--- src/rtl/hex_count_source_if.sv ---
// Control inputs and display/pulse outputs of hex_count_source, grouped as one bundle.
// master = whoever drives the controls (bench or parent); slave = the counter itself.
interface hex_count_if;
  logic        en;
  logic        up;
  logic        clr;
  logic        load;
  logic [15:0] load_val;
  logic [3:0]  digit0;
  logic [3:0]  digit1;
  logic [3:0]  digit2;
  logic [3:0]  digit3;
  logic        step;
  logic        wrap;

  modport master (
    output en, up, clr, load, load_val,
    input  digit0, digit1, digit2, digit3, step, wrap
  );

  modport slave (
    input  en, up, clr, load, load_val,
    output digit0, digit1, digit2, digit3, step, wrap
  );
endinterface

--- src/rtl/hex_count_source.sv ---
// Prescaled four-digit up/down counter driving 7-segment digit nibbles, with step/wrap pulses.
// Define HEX_COUNT_BCD_EN for decimal digits (0000..9999); default build counts binary 0000..FFFF.
module hex_count_source #(
    parameter int PRESCALE = 50000000
) (
    input logic        clk,
    input logic        rst_n,
    hex_count_if.slave bus
);

    localparam logic [25:0] PRE_LAST = 26'(PRESCALE - 1);

`ifdef HEX_COUNT_BCD_EN
    localparam logic [15:0] CNT_MAX = 16'h9999;

    // Ripple a +1/-1 through decimal nibbles; each nibble wraps 9<->0 and passes a carry/borrow.
    function automatic logic [15:0] count_next(input logic [15:0] c, input logic dir_up);
        logic [15:0] r;
        logic        carry;
        logic [3:0]  nib;
        r     = c;
        carry = 1'b1;
        for (int i = 0; i < 4; i++) begin
            nib = c[4*i +: 4];
            if (carry) begin
                if (dir_up) begin
                    if (nib >= 4'd9) nib = 4'd0;
                    else begin
                        nib   = nib + 4'd1;
                        carry = 1'b0;
                    end
                end else begin
                    if (nib == 4'd0) nib = 4'd9;
                    else begin
                        nib   = nib - 4'd1;
                        carry = 1'b0;
                    end
                end
            end
            r[4*i +: 4] = nib;
        end
        return r;
    endfunction

    function automatic logic [15:0] legalise(input logic [15:0] v);
        logic [15:0] r;
        r = v;
        for (int i = 0; i < 4; i++) begin
            if (v[4*i +: 4] > 4'd9) r[4*i +: 4] = 4'd9;
        end
        return r;
    endfunction
`else
    localparam logic [15:0] CNT_MAX = 16'hFFFF;

    function automatic logic [15:0] count_next(input logic [15:0] c, input logic dir_up);
        return dir_up ? c + 16'd1 : c - 16'd1;
    endfunction

    function automatic logic [15:0] legalise(input logic [15:0] v);
        return v;
    endfunction
`endif

    logic [25:0] pre_q,   pre_d;
    logic [15:0] count_q, count_d;
    logic        step_q,  step_d;
    logic        wrap_q,  wrap_d;
    logic        step_evt;

    assign step_evt = bus.en && (pre_q == PRE_LAST);

    // clr beats load beats step; a step landing on a clr/load edge is dropped.
    always_comb begin
        pre_d   = pre_q;
        count_d = count_q;
        step_d  = 1'b0;
        wrap_d  = 1'b0;
        if (bus.clr) begin
            pre_d   = '0;
            count_d = '0;
        end else if (bus.load) begin
            pre_d   = '0;
            count_d = legalise(bus.load_val);
        end else if (step_evt) begin
            pre_d   = '0;
            count_d = count_next(count_q, bus.up);
            step_d  = 1'b1;
            wrap_d  = bus.up ? (count_q == CNT_MAX) : (count_q == 16'h0000);
        end else if (bus.en) begin
            pre_d = pre_q + 26'd1;
        end
    end

    always_ff @(posedge clk or negedge rst_n) begin
        if (!rst_n) begin
            pre_q   <= '0;
            count_q <= '0;
            step_q  <= 1'b0;
            wrap_q  <= 1'b0;
        end else begin
            pre_q   <= pre_d;
            count_q <= count_d;
            step_q  <= step_d;
            wrap_q  <= wrap_d;
        end
    end

    assign bus.digit0 = count_q[3:0];
    assign bus.digit1 = count_q[7:4];
    assign bus.digit2 = count_q[11:8];
    assign bus.digit3 = count_q[15:12];
    assign bus.step   = step_q;
    assign bus.wrap   = wrap_q;

endmodule

--- src/flat_wrapper.sv ---
// flat-port wrapper written by rule: the top's interface ports become plain ports
module hex_count_source_flat 
#(
    parameter int PRESCALE = 50000000
)
  (clk, rst_n, bus_en, bus_up, bus_clr, bus_load, bus_load_val, bus_digit0, bus_digit1, bus_digit2, bus_digit3, bus_step, bus_wrap);
  hex_count_if bus_i ();
  input logic clk;
  input logic rst_n;
  input wire logic [$bits(bus_i.en)-1:0] bus_en;
  input wire logic [$bits(bus_i.up)-1:0] bus_up;
  input wire logic [$bits(bus_i.clr)-1:0] bus_clr;
  input wire logic [$bits(bus_i.load)-1:0] bus_load;
  input wire logic [$bits(bus_i.load_val)-1:0] bus_load_val;
  output wire logic [$bits(bus_i.digit0)-1:0] bus_digit0;
  output wire logic [$bits(bus_i.digit1)-1:0] bus_digit1;
  output wire logic [$bits(bus_i.digit2)-1:0] bus_digit2;
  output wire logic [$bits(bus_i.digit3)-1:0] bus_digit3;
  output wire logic [$bits(bus_i.step)-1:0] bus_step;
  output wire logic [$bits(bus_i.wrap)-1:0] bus_wrap;
  assign bus_i.en = bus_en;
  assign bus_i.up = bus_up;
  assign bus_i.clr = bus_clr;
  assign bus_i.load = bus_load;
  assign bus_i.load_val = bus_load_val;
  assign bus_digit0 = bus_i.digit0;
  assign bus_digit1 = bus_i.digit1;
  assign bus_digit2 = bus_i.digit2;
  assign bus_digit3 = bus_i.digit3;
  assign bus_step = bus_i.step;
  assign bus_wrap = bus_i.wrap;
  hex_count_source #(.PRESCALE(PRESCALE)) u_core (.clk(clk), .rst_n(rst_n), .bus(bus_i));
endmodule
--- config.mk ---
export PLATFORM = sky130hd
export DESIGN_NAME = hex_count_source_flat
export DESIGN_NICKNAME = d
export VERILOG_FILES = /design/src/rtl/hex_count_source_if.sv /design/src/rtl/hex_count_source.sv /design/src/flat_wrapper.sv
export SDC_FILE = /design/constraint.sdc
export NUM_CORES = 1
export LEC_CHECK = 0
export ABC_AREA = 1
export BUFFER_PORTS_ARGS = -buffer_cell sky130_fd_sc_hd__clkbuf_2
export CORE_MARGIN = 4
export CORE_UTILIZATION = 45
export CTS_BUF_LIST = sky130_fd_sc_hd__clkbuf_2 sky130_fd_sc_hd__clkbuf_4 sky130_fd_sc_hd__clkbuf_8
export DETAILED_ROUTE_END_ITERATION = 10
export HOLD_SLACK_MARGIN = 0.02
export SYNTH_ARGS = -nofsm -noshare
export SYNTH_HDL_FRONTEND = slang
export SYNTH_SLANG_ARGS = --single-unit
--- constraint.sdc ---
create_clock -name clk -period 1.9 [get_ports clk]
set_input_delay 0.095 -clock clk [delete_from_list [all_inputs] [get_ports clk]]
set_output_delay 0.095 -clock clk [all_outputs]
set_load 0.02 [all_outputs]
== After elaboration in Yosys (flattened, before gate mapping) ==
Cells that the tools add are included.

* Register bits after elaboration: 44
* Memories kept: 0
* Output and inout port bits: 18
* Input bits: 22
* ROM bits: 0
* Logic and storage cells: 28
* Bits in latches: 0
* Bits in writable memories: 0

* Bitwise gates (word level): 0
* Add/sub/neg operators: 3
* Shift-type cells: 0
* Equal/unequal tests: 2
* Muxes and demuxes: 15
* Div/mod/pow operators: 0
* Multiply operators: 0
* Magnitude comparators: 0
* Reductions and logical operators: 4

{| class="wikitable"
|+ Operators by type and width
! cell !! count
|-
| 26-bit two-way mux || 4
|-
| 16-bit two-way mux || 4
|-
| 26-bit by 1-bit adder with 26-bit output (second input constant) || 1
|-
| 26-bit == test (second input constant) || 1
|-
| 16-bit by 1-bit adder with 16-bit output (second input constant) || 1
|-
| 16-bit == test (second input constant) || 1
|-
| 16-bit logical NOT || 1
|-
| 16-bit by 1-bit subtractor with 16-bit output (second input constant) || 1
|-
| 1-bit two-way mux || 7
|-
| 4-bit nonzero test || 1
|-
| 3-bit nonzero test || 1
|-
| 1-bit logical AND || 1
|}

== Logic depth before layout (Yosys ltp) ==
Gate-level depths: netlist (run 1).

* Depth after elaboration: 5
* Depth in mapped cells: 12
* Gate-level depth less buffers: 12

== Worst setup path before layout (run 1) ==
Ideal clock, no wire load.

* Path kind: reg2reg
* Start point: reg u_core.count_q[0]
* End point: reg u_core.count_q[12]
* Clock period less this slack: 1.763 ns
* Stages on the path, launching flop included: 11
* Setup time: 0.117 ns
* Arrival time: 1.647 ns
* Buffers on the path: 0
* Slack: 0.137 ns
* Required time: 1.783 ns
* Cell sequence: dfrtp_1 -> inv_1 -> fa_1 -> inv_1 -> nand3_1 -> nand3_1 -> nand3_1 -> nand4_1 -> nand3_1 -> nand2_1 -> nand2_1

* Word-level cells in the longest chain between the ends: 5
* Elaborated cells on any way between the ends: 6
* Those cells by class: add/sub (2); mux (4)

{| class="wikitable"
|+ Ends and longest elaborated chain
! element !! line !! RTL
|-
| from (decl) || hex_count_source.sv:66 || <nowiki>logic [15:0] count_q, count_d;</nowiki>
|-
| from (signal assigned) || hex_count_source.sv:103 || <nowiki>count_q <= count_d;</nowiki>
|-
| 16-bit by 1-bit subtractor with 16-bit output / 16-bit by 1-bit adder with 16-bit output (equally long branches) || hex_count_source.sv:57 || <nowiki>return dir_up ? c + 16'd1 : c - 16'd1;</nowiki>
|-
| 16-bit two-way mux (*) || hex_count_source.sv:57 ||
|-
| 16-bit two-way mux (*) || hex_count_source.sv:85 || <nowiki>end else if (step_evt) begin</nowiki>
|-
| 16-bit two-way mux (*) || hex_count_source.sv:82 || <nowiki>end else if (bus.load) begin</nowiki>
|-
| 16-bit two-way mux (*) || hex_count_source.sv:79 || <nowiki>if (bus.clr) begin</nowiki>
|}

Every way passes the cells marked *; elsewhere a longest branch is shown, timed or not. The select of a mux whose other input is x is not followed.
A chain may end at the register's enable or synchronous reset.

== Worst setup path in the final report (run 1) ==
* Start point: reg u_core.count_q[3]
* End point: reg u_core.count_q[14]

Same word-level chain as after synthesis.

==> results list, run 1 <==
* Leading cell types by total area after synthesis: dfrtp_1 32%, nand2_1 17%, inv_1 9.8%, nor2_1 7.1%, nand3_1 6.0%
- Net Sw Power: 0.9584 mW
- Relative to the synthesized area, the layout overhead comes to 17.81%.
- The worst hold path passes through 3 cells.
* Clock latency at the later pin of the worst-skew pair: approximately 310 ps
* Worst-path clk slew: 100 ps
- The worst-case IR drop observed on VDD is 0.3668 mV.
- DR vias/cell: 4.915
* N_diodes: 0
- In this run, the clock network consumes 29.2% of the power.
- The worst pin sits at a relative slew slack of approximately 62%.
* Non-filler instance count after layout: 685
* Global-route wire length before repair: approximately 15,000 µm
* Number of global-route vias before repair: 3,306
- Counting distinct cell types in the post-synthesis netlist gives 35.
- The final count of hold timing violations was 0.
* Delay of the slowest cell on the worst path: about 410 ps
- Routability-driven placement finished with a final weighted congestion of 0.8627.
- The most used flip-flop cell after synthesis is dfrtp_1.
- For this design, the sink count on the clock tree is between 40 and 50.
- Derived from the worst setup path, the maximum achievable clock frequency is roughly 560 MHz.
* Endpoint class of the critical path: flop
* Class of the tightest hold or removal check: in -> reg
- The cell that appears most often on the critical path is nand2_1.
- After synthesis the netlist holds a flip-flop and latch count of 44.
- Biggest area consumer among synthesized cells: dfrtp_1
- Iteration-0 DRC Markers: 102
- Worst Path Class, Setup: reg -> reg
- Share of the synthesized area in the top cell type: 32.06%
- GRT Util Overall: 20.74%
- The number of pins with negative max-slew slack in the final report came to 0.
* Area of the placeable core: 7331 µm²
- Combinational group share of total power: 32.1%
* Master of the slowest instance on the critical path: dfrtp_1
- Count of H-tree levels built during CTS: 2
* Worst Tran Pin Value: 572.8 ps
- The path with the worst hold slack has its endpoint at u_core.pre_q[1].
- The setup check on the worst reg-to-reg path leaves a slack of 110 ps.
* Placed cell count: 673
- Top Ports: 40
- On the critical path the largest part of the delay comes from simple AND/OR/NAND/NOR gates.
* Post-DP HPWL: 6834 µm
- CP Buf/Inv Count: 0
- Data arrival time of the worst path: 2000 ps
* TritonCTS clock tree: done
- In the routed design, unresolved DRC markers number 0.
- The share of the Yosys chip area taken by registers is between 30% and 40%.
* Mean routed wirelength per cell: ~13 µm
- Setup repair after global routing could not meet its margin everywhere.
* Fraction of layout instances using a drive strength above 1: between 15 and 20%
- After technology mapping, the gate count stands at about 530.
* Number of fillers in the final layout: about 730
* Syn_nets: between 500 and 600
- Of the total power, the share spent switching nets is between 30% and 40%.
* Final period demand of the worst path: 1788 ps
- Post-Synthesis Mean Instance Area: about 6.5 µm²
- Worst-case hold slack: 80.49 ps
- Max-cap violations in this run came to 0.
* Iteration count of the initial detailed-routing pass: 4
- The worst hold path begins at bus_en.
- The critical path goes through ha_1, nand2_1, nand2_1, a21oi_1, nand2_1, nand2_1, nand2_1, nand2_1, nand3_1, nand2_1, nand2_1.
* Largest fanout of any net on the critical path: 5
- Count of flip-flops with a built-in enable after synthesis: 0
* CTS Root Cell: clkbuf_8
- Reg-to-reg startpoint: u_core.count_q[3]
- The analysis attributes to cell leakage a power of 2.149 nW.
- Height of the chip: 95.37 µm
- Depth of the critical timing path with buffers and inverters included: 11
* Power share of the sequential group: between 30% and 40%
- Maximum root-to-sink buffer count: 2
* Required time at the worst-slack endpoint: 2110 ps
* Chip Width: ~95 µm
* Number of buffers created by CTS: 5
- Via count: 3,367
- In this run the remaining antenna-violating nets after routing total 0.
- Across the routed clock network, the largest skew measured is 5.784 ps.
- Entering global routing, the biggest net connects 25 pins.
* Setup-violating endpoint count in the final report: 0
- Reg-to-reg endpoint: u_core.count_q[14]
- Total routed wirelength: a little under 9000 µm
- Std-Cell Rows: 31
- Yosys Warn Count: 0
- Global routing finished with a remaining overflow of 0.
* Total Nets Final: between 600 and 700
- Internal power contribution: 1.691 mW
* Antenna violations before repair: 0
- Power Dens Cells: 654.8 nW/µm²
- STA classifies the critical path startpoint as a flop.
- Once the floorplan was initialized, standard cells occupied 46.85% of the core.
- Buffers placed on the I/O ports in this run total 39.
- Netlist Area Pre-Place: between 3000 and 4000 µm²
- Floorplan die area: 9094 µm²
- Counting cells, the worst reg-to-reg path comes to 11.
* Post-route fraction of the period consumed by the critical path: a little over nine tenths
* Run status: completed
- Final Util: 55.20%
- Async S/R FF share, synth: 100.0%
## power by group through the flow
stage	registers [mW]	logic, mW	clock network [mW]
after floorplan	1.09	0.510	0
after global placement	1.04	0.814	0
after detailed placement	1.04	0.826	0
after CTS	1.02	0.830	0.788
after global routing	1.03	0.980	0.811
final	1.03	0.850	0.773
## logic make-up after synthesis
kind of cell,synth area share [%]
compound gates,6.084
mux,0.2915
xor+xnor,2.040
buf+inv,11.66
flops,32.06
fa+ha+maj,6.047
simple gates,41.82
## worst reg2reg max path, cell delays in order, from the launching register on
cell	delay, ps
dfrtp_1	410
ha_1	380
nand2_1	120
nand2_1	60
a21oi_1	200
nand2_1	150
nand2_1	110
nand2_1	50
nand2_1	50
nand3_1	60
nand2_1	60
nand2_1	50
## through the flow
step / instance area (µm²) / setup WS (ps) / power (mW) / setup TNS, ps
3_3_place_gp: 3836 / 80.40 / 1.857 / 0
6_report: 4046 / 112.4 / 2.650 / 0
3_5_place_dp: 3836 / 22.71 / 1.866 / 0
5_1_grt: 4046 / -9.991 / 2.824 / -9.991
2_1_floorplan: 3435 / 136.5 / 1.604 / 0
4_1_cts: 3961 / 81.26 / 2.641 / 0
## worst max-delay path by stage
stage | slack (ps) | to | from
global route | -10 | u_core.pre_q[24] | u_core.pre_q[1]
floorplan | 140 | u_core.count_q[12] | u_core.count_q[0]
CTS | 80 | u_core.count_q[15] | u_core.count_q[10]
global placement | 80 | u_core.count_q[15] | bus_up
finish | 110 | u_core.count_q[14] | u_core.count_q[3]
detailed placement | 20 | u_core.count_q[15] | bus_up
## sequential cells by signal, summed over array words and instances (netlist names)
register / cells
u_core.bus.step: 1
u_core.bus.wrap: 1
u_core.count_q: 16
u_core.pre_q: 26
## layout make-up
cell class	instances	area [µm²]	area share, %
sequential	44	1101	27.21
clock inverter	3	46.29	1.144
inverter	94	355.3	8.782
clock buffer	5	68.82	1.701
timing repair buffer	57	357.8	8.844
tap	99	123.9	3.061
multi-input combinational	383	1993	49.26
## what timing repair did
item                                    CTS  global route
hold endpoints to repair                 20             0
hold buffers                              1             0
setup buffers                             0             3
endpoints found under the setup margin    0            10
gates resized for setup                   0            16
## layer usage
layer  track usage [%]  wire, µm
met1             24.61      3846
met2             38.72      4585
met3             2.605       148
met4             6.010       162
met5                 0         0
## cells in the final DEF, fill, tap and decap left out, types with 2 or more instances in the layout
master    netlist  final
nor2_2          8      8
nand2_4         4      4
dfrtp_1        44     44
nand4_1        12     12
nand2_1       156    150
buf_12          0      2
inv_1          90     90
a21oi_1        19     17
buf_4           2     15
nor2_1         65     64
nand2_2         3      9
ha_2            0      2
clkbuf_2        0     39
o21ai_0        10     10
nor4_1          5      5
nor3_1         15     15
o22ai_1         4      4
ha_4            0      2
nand3_1        41     41
o21ai_1         2      2
a21oi_2         0      2
clkbuf_8        0      5
inv_2           4      3
nor2_4          5      6
xor2_1          7      7
ha_1           15     11
## cell usage after synthesis (5+ instances only)
cell type and n:
a21oi_1 19, nand4_1 12, dfrtp_1 44, nor2_2 8
nor2_4 5, nand2_1 156, o21ai_0 10, nor2_1 65
ha_1 15, nor4_1 5, nand3_1 41, inv_1 90
nor3_1 15, xor2_1 7
Power figures use the tool's default switching activity.
==> run 2: changes to the inputs <==
GPL_TIMING_DRIVEN = 0   (was default)
SETUP_SLACK_MARGIN = 0.15   (was default)
==> run 2 against run 1 <==
- combinational power rose by 18%
- clock skew grew 0.87 ps
- first-iteration DRC count down 0.98%
- non-clock buffer count is 17 higher
- critical path depth shrank 1
- register-to-register slack improved by 120 ps
- core utilization up 5.6 points
- critical endpoint is now u_core.pre_q[20]
- power increased by 6.8%
- cell area is 10% higher
- sequential cell count did not move
- maximum frequency is 7.4% higher
- critical path type unchanged
==> results list, run 2 (synthesis gave the netlist of run 1 again) <==
* Hold Vio Cnt, Final: 0
* Delay of the slowest cell on the worst path: slightly above 400 ps
* Setup-violating endpoint count in the final report: 0
- Relative max-transition margin: 23.65%
- TritonCTS built the clock tree.
- Antenna-violating nets left: 0
* Starting density of the core: roughly 47%
- Std-Cell Rows: 31
- At the pin with the least slew margin, the transition time is 1145 ps.
- Number of global-route vias before repair: 3,233
- N_diodes: 0
- The first routing iteration left around 100 violations.
- Worst-path clk slew: 90 ps
- Maximum number of pins on one net before global-route repair: 45
- Power Dens Cells: 634.5 nW/µm²
* RSZ-0062 raised after global routing: true
- Antenna violations before repair: 0
* Final slew viol count: 0
- Clock skew on the completed layout was measured at approximately 6.7 ps.
- In this run the worst hold path is classified as in -> async.
- Setup TNS: 0 ps
* Required time at the worst-slack endpoint: between 2000 and 2500 ps
- The largest registers in the layout are u_core.pre_q (26), u_core.count_q (16).
- The register with the most flip-flops in the layout has 26 of them.
- Power comes to 2.830 mW.
* Most frequent cells in the layout: 142 x nand2_1, 86 x inv_1, 58 x nor2_1
* Run status: completed
- Across the VDD grid, the largest voltage drop is approximately 0.36 mV.
- The clock period could shrink to 1664 ps.
- For the worst setup path, the data arrival time is 1890 ps.
* Type of origin of the critical path: flop
- The core region is 7331 µm².
- DR vias/cell: 4.991
- Top Ports: 40
- CTS Root Cell: clkbuf_8
- Total Nets Final: 640
* Worst Path Class, Setup: reg -> reg
- The clock tree synthesis step divided the H-tree into 2 levels.
- Most common cell after layout, fill and taps aside: nand2_1
- The clock reaches the later pin of the worst-skew pair after ~300 ps.
- The worst setup path is captured at a flop.
- Fraction of layout instances using a drive strength above 1: 27.36%
- Area grow syn2layout: 29.87%
- The clock passes through at most 2 buffers.
* Hold buffer count at cts: 0
- Global-route wire length before repair: 14,880 µm
- After global routing the overflow that remains totals 0.
- The slowest stage of the critical path belongs to the cell dfrtp_1.
- Top register by number of flip-flops: u_core.pre_q
* GRT Util Overall: between 20% and 30%
- Routability-driven placement finished with a final weighted congestion of 0.9060.
- Walking the worst path, the cells encountered are ha_4, nand2_4, nor2_4, nand2_2, nor2_4, nand2_2, nor2_4, nand2_2, buf_4, a21oi_1.
* Mean routed wirelength per cell: 13.42 µm
- Clock tree synthesis found a total of 44 sinks.
* Floorplan die area: 9094 µm²
* Number of port buffers: 39
* Number of buffers created by CTS: 5
- Number of design rule violations left after detail routing: 0
* Slack of the worst reg-to-reg path: 240 ps
- Total routed wirelength: 9420 µm
- Iteration count of the initial detailed-routing pass: 5
- Post-route fraction of the period consumed by the critical path: around 88%
- In this run the horizontal extent of the chip is 95.37 µm.
* Height of the chip: 95.37 µm
- Detailed placement ended at an HPWL of 6813 µm.
- Leak: 2.246 nW
- Via count: between 3,000 and 4,000
- Maximum clock frequency: 600.9 MHz
- Of all nets on the critical path, the largest fanout is 4.
- Total of max-cap violations: 0
## run 2: cell types whose count changed in the layout (fill, tap and decap cells not counted), moves of 4 or more
cell / previous run / this run
ha_1: 11 / 2
nand3_2: 1 / 7
inv_1: 90 / 86
nand3_1: 41 / 35
nor2_1: 64 / 58
buf_4: 15 / 25
nand2_1: 150 / 142
nand2_2: 9 / 15
ha_4: 2 / 12
dfrtp_2: 0 / 8
dfrtp_1: 44 / 36
## run 2: stage by stage
step | worst slack [ps] | hold WS (ps) | utilization [%] | instances | cell area [µm²]
2_1_floorplan | 161.4 | -200.6 | - | 529 | 3436
3_3_place_gp | -124.0 | 375.8 | 51.22 | 667 | 3755
3_5_place_dp | -145.8 | 377.1 | 51.22 | 667 | 3755
4_1_cts | 144.9 | 46.09 | 54.51 | 681 | 3996
5_1_grt | 98.24 | 67.35 | 60.85 | 702 | 4461
6_report | 235.9 | 1.020 | 60.85 | 702 | 4461
## run 2: worst paths after layout
path	startpoint	endpoint	cells past startpoint
max	u_core.pre_q[1]	u_core.pre_q[20]	10
min	rst_n	u_core.pre_q[4]	1
max reg2reg	u_core.pre_q[1]	u_core.pre_q[20]	10
min reg2reg	u_core.pre_q[18]	u_core.pre_q[18]	1
max in group asynchronous	rst_n	u_core.count_q[11]	1
min in group clk	bus_load_val[4]	u_core.count_q[4]	3
## run 2: final cells by class
cell class / instances / area [µm²]
Inverter: 94 / 359.1
Sequential cell: 44 / 1111
Fill cell: 668 / 2870
Buffer: 8 / 66.31
Tap cell: 99 / 123.9
Clock inverter: 2 / 38.79
Multi-Input combinational cell: 383 / 2238
Clock buffer: 6 / 82.58
Timing Repair Buffer: 66 / 440.4
## run 2: routing by layer
metal	global-route usage [%]	up-vias	wire length, µm
met2	38.48	58	4983
met5	0	-	0
li1	-	1809	-
met3	2.684	15	260
met4	7.212	0	152
met1	25.52	1622	4025
## run 2: power breakdown
group / internal [mW] / switching (mW) / leakage (nW)
Clock: 0.431 / 0.348 / 0.0614
Sequential: 0.984 / 0.0652 / 0.586
Combinational: 0.411 / 0.591 / 1.60
## run 2: timing repair
action | CTS | global route
gates cloned | 0 | 1
setup endpoints to repair | 18 | 37
pin swaps | 1 | 26
resized for setup | 10 | 66
setup buffers | 6 | 20
## run 2: worst max-delay path, delay by kind of cell (launching register included)
family / cells / cell delay (ps)
AND/OR/NAND/NOR: 7 / 730
flip-flops: 1 / 410
adder cells (fa/ha/maj): 1 / 170
buffers and inverters: 1 / 150
AO/OA/AOI/OAI: 1 / 130
==> run 3: changes to the inputs <==
GPL_TIMING_DRIVEN = 1   (was 0)
==> run 3 against run 2 <==
- die area did not move
- sequential cell count did not move
- cell area fell by 0.73%
- maximum frequency fell by 2.1%
- worst setup slack got worse by 35 ps
==> results list, run 3 (synthesis gave the netlist of run 1 again) <==
- Run status: completed
- With fillers left out, the area of the finished cells amounts to between 4000 and 5000 µm².
- Placed cell areas: 3845 µm²
- Maximum number of pins on one net before global-route repair: 27
- Worst Path Class, Setup: reg -> reg
* Start point of the worst hold path: bus_en
- Most frequent cells in the layout: 145 x nand2_1, 89 x inv_1, 55 x nor2_1
- Number of buffers created by CTS: 5
- STA puts the critical path data required time at 2100 ps.
* Post-Place Setup Slack: -2.676 ps
- Along the worst path, the maximum fanout reaches 4.
* Worst-path clk slew: 90 ps
* Number of global-route vias before repair: 3,267
- FF+latch area: 1110 µm²
* Top register by number of flip-flops: u_core.pre_q
* Grt total ovfl: 0
- In this run the worst setup path begins at u_core.pre_q[1].
* Area of the placeable core: 7331 µm²
- Relative max-transition margin: 63.20%
- Setup repair after global routing could not meet its margin everywhere.
- Top Ports: 40
- Antenna violations before repair: 0
* Reg-to-reg endpoint: u_core.pre_q[24]
- Post-DP HPWL: about 6900 µm
- Master of the slowest instance on the critical path: dfrtp_1
- Hold Vio Cnt, Final: 0
- The worst-case IR drop observed on VDD is 0.4220 mV.
* Sink of the worst hold path: u_core.pre_q[1]
- Worst Tran Pin Value: 552.0 ps
- CTS built an H-tree with a depth of 2.
- For this run, design rule violations remaining after detail routing come to 0.
- CTS placed an instance of clkbuf_8 at the clock tree root.
* Delay of the slowest cell on the worst path: 390 ps
* Iteration-0 DRC Markers: 117
- The routed design uses between 200 and 300 µm of met3 wire.
* Endpoint class of the critical path: flop
- Clock tree synthesis found a total of 44 sinks.
- Global-route wire length before repair: 14,880 µm
- The post-route netlist has 26.50% of its cells at a drive strength greater than 1.
- Placed cell count: 674
- For this block, wires on met1 add up to about 3900 µm.
- The worst hold path was traced through 3 stages.
* Multi-input combinational cell area: 2200 µm²
* Maximum clock frequency: between 500 and 600 MHz
- Chip Width: around 95 µm
- Antenna-violating nets left: 0
* N_diodes: 0
- Once the floorplan was initialized, standard cells occupied a little under half of the core.
* Most common cell after layout, fill and taps aside: nand2_1
- The initialized floorplan defines 31 standard-cell rows.
* Crit path top cell by count: nor2_4
- Height of the chip: 95.37 µm
* Via count: 3,497
* TritonCTS clock tree: done
- Area grow syn2layout: 28.93%
* Clock latency at the later pin of the worst-skew pair: roughly 300 ps
- The count of buffers added on input and output ports is 39.
* Class of the tightest hold or removal check: in -> reg
- Subtracting the final worst setup slack from the clock period gives 1699 ps.
- Before antenna repair, the detailed router went through 4 iterations.
* Sum of met2 wire segment lengths after detailed routing: roughly 4600 µm
* Reg-to-reg startpoint: u_core.pre_q[1]
- The routed design has 9050 µm of wire.
- The register with the most flip-flops in the layout has 26 of them.
- For the final database, setup skew stands at around 12 ps.
* Post-route fraction of the period consumed by the critical path: 89.42%
* Floorplan die area: 9094 µm²
* Data arrival time of the worst path: 1900 ps
- GRT Util Overall: 20.56%
- In this run the power density over the cells is approximately 650 nW/µm².
* Number of fillers in the final layout: 692
* Ordered cell list for the critical path: ha_2, nand2_4, nor2_4, nand2_2, nor2_4, nand2_2, nor2_4, nand3_1, o21ai_2, nor2_2
* Leak: around 2.2 nW
* DR vias/cell: 5.003
- Non-filler instance count after layout: 699
- Setup violations remaining at the end of the flow were counted as 0.
- The longest clock path from root to sink contains 2 buffers.
- The tool flagged a number of max-cap violations equal to 0.
* Total design power: about 2.9 mW
- Mean routed wirelength per cell: around 13 µm
- For this run, the post-layout net count is 638.
* Number of cell instances on the worst register-to-register path: 10
* Largest regs: u_core.pre_q (26), u_core.count_q (16)
* Slack of the worst reg-to-reg path: 200 ps
- Highest metal layer with signal wires: met4
- At the end of routability-driven placement, the weighted congestion stood at 0.9067.
- The number of pins with negative max-slew slack in the final report was 0.
- The worst setup path is launched from a flop.
* Smallest setup slack after layout: ~200 ps
==> run 3: changes by cell type in the layout (fill, tap and decap cells not counted), sizes merged <==
cell	previous run	this run
bufinv	1	2
clkbuf	49	45
clkinv	1	0
dlygate4sd3	0	1
==> run 3: worst max-delay path, delay by kind of cell (launching register included) <==
kind,cells,cell delay [ps]
adders and majority gates,1,220
AOI/OAI and AO/OA,1,160
DFF,1,390
and+or+nand+nor,8,840
==> run 3: worst max-delay path by stage <==
| stage | endpoint | slack (ps) | cells after the start |
|---|---|---|---|
| 2_1_floorplan | u_core.count_q[13] | 160 | 10 |
| 3_3_place_gp | u_core.count_q[13] | 50 | 12 |
| 3_5_place_dp | u_core.count_q[13] | -3 | 12 |
| 4_1_cts | u_core.count_q[12] | 140 | 10 |
| 5_1_grt | u_core.pre_q[24] | 80 | 11 |
| 6_report | u_core.pre_q[24] | 200 | 10 |
==> run 3: layout make-up <==
cell class / count / area share [%]
Multi-Input combinational cell: 383 / 49.68
Sequential cell: 44 / 25.06
Timing Repair Buffer: 72 / 11.39
Inverter: 94 / 8.166
Tap cell: 99 / 2.797
Clock buffer: 5 / 1.554
Clock inverter: 2 / 1.356
==> run 3: where the power goes <==
group | total, mW | leakage (nW) | switching (mW) | internal, mW
sequential | 1.04 | 0.586 | 0.0610 | 0.983
clock | 0.863 | 0.0642 | 0.345 | 0.518
combinational | 0.970 | 1.60 | 0.576 | 0.394
total | 2.88 | 2.25 | 0.982 | 1.89
==> run 3: routing by layer <==
metal / track usage, % / vias up
met5: 0 / -
met4: 7.692 / 0
met3: 3.078 / 19
met2: 36.91 / 60
met1: 24.61 / 1613
li1: - / 1805
==> run 3: repair_timing <==
item	4_1_cts	5_1_grt
resized for setup	3	60
setup endpoints to repair	10	30
gates cloned	0	1
pin swaps	0	15
setup buffers	1	15
hold endpoints to repair	18	0
hold buffers	1	0
==> run 3: per-stage QoR <==
step                TNS [ps]  hold slack (ps)  utilization [%]
floorplan                  0           -200.6                -
global placement           0            94.72            52.45
detailed placement    -2.676            109.6            52.45
finish                     0            73.28            60.40
global route               0            84.68            60.40
CTS                        0            77.42            54.58
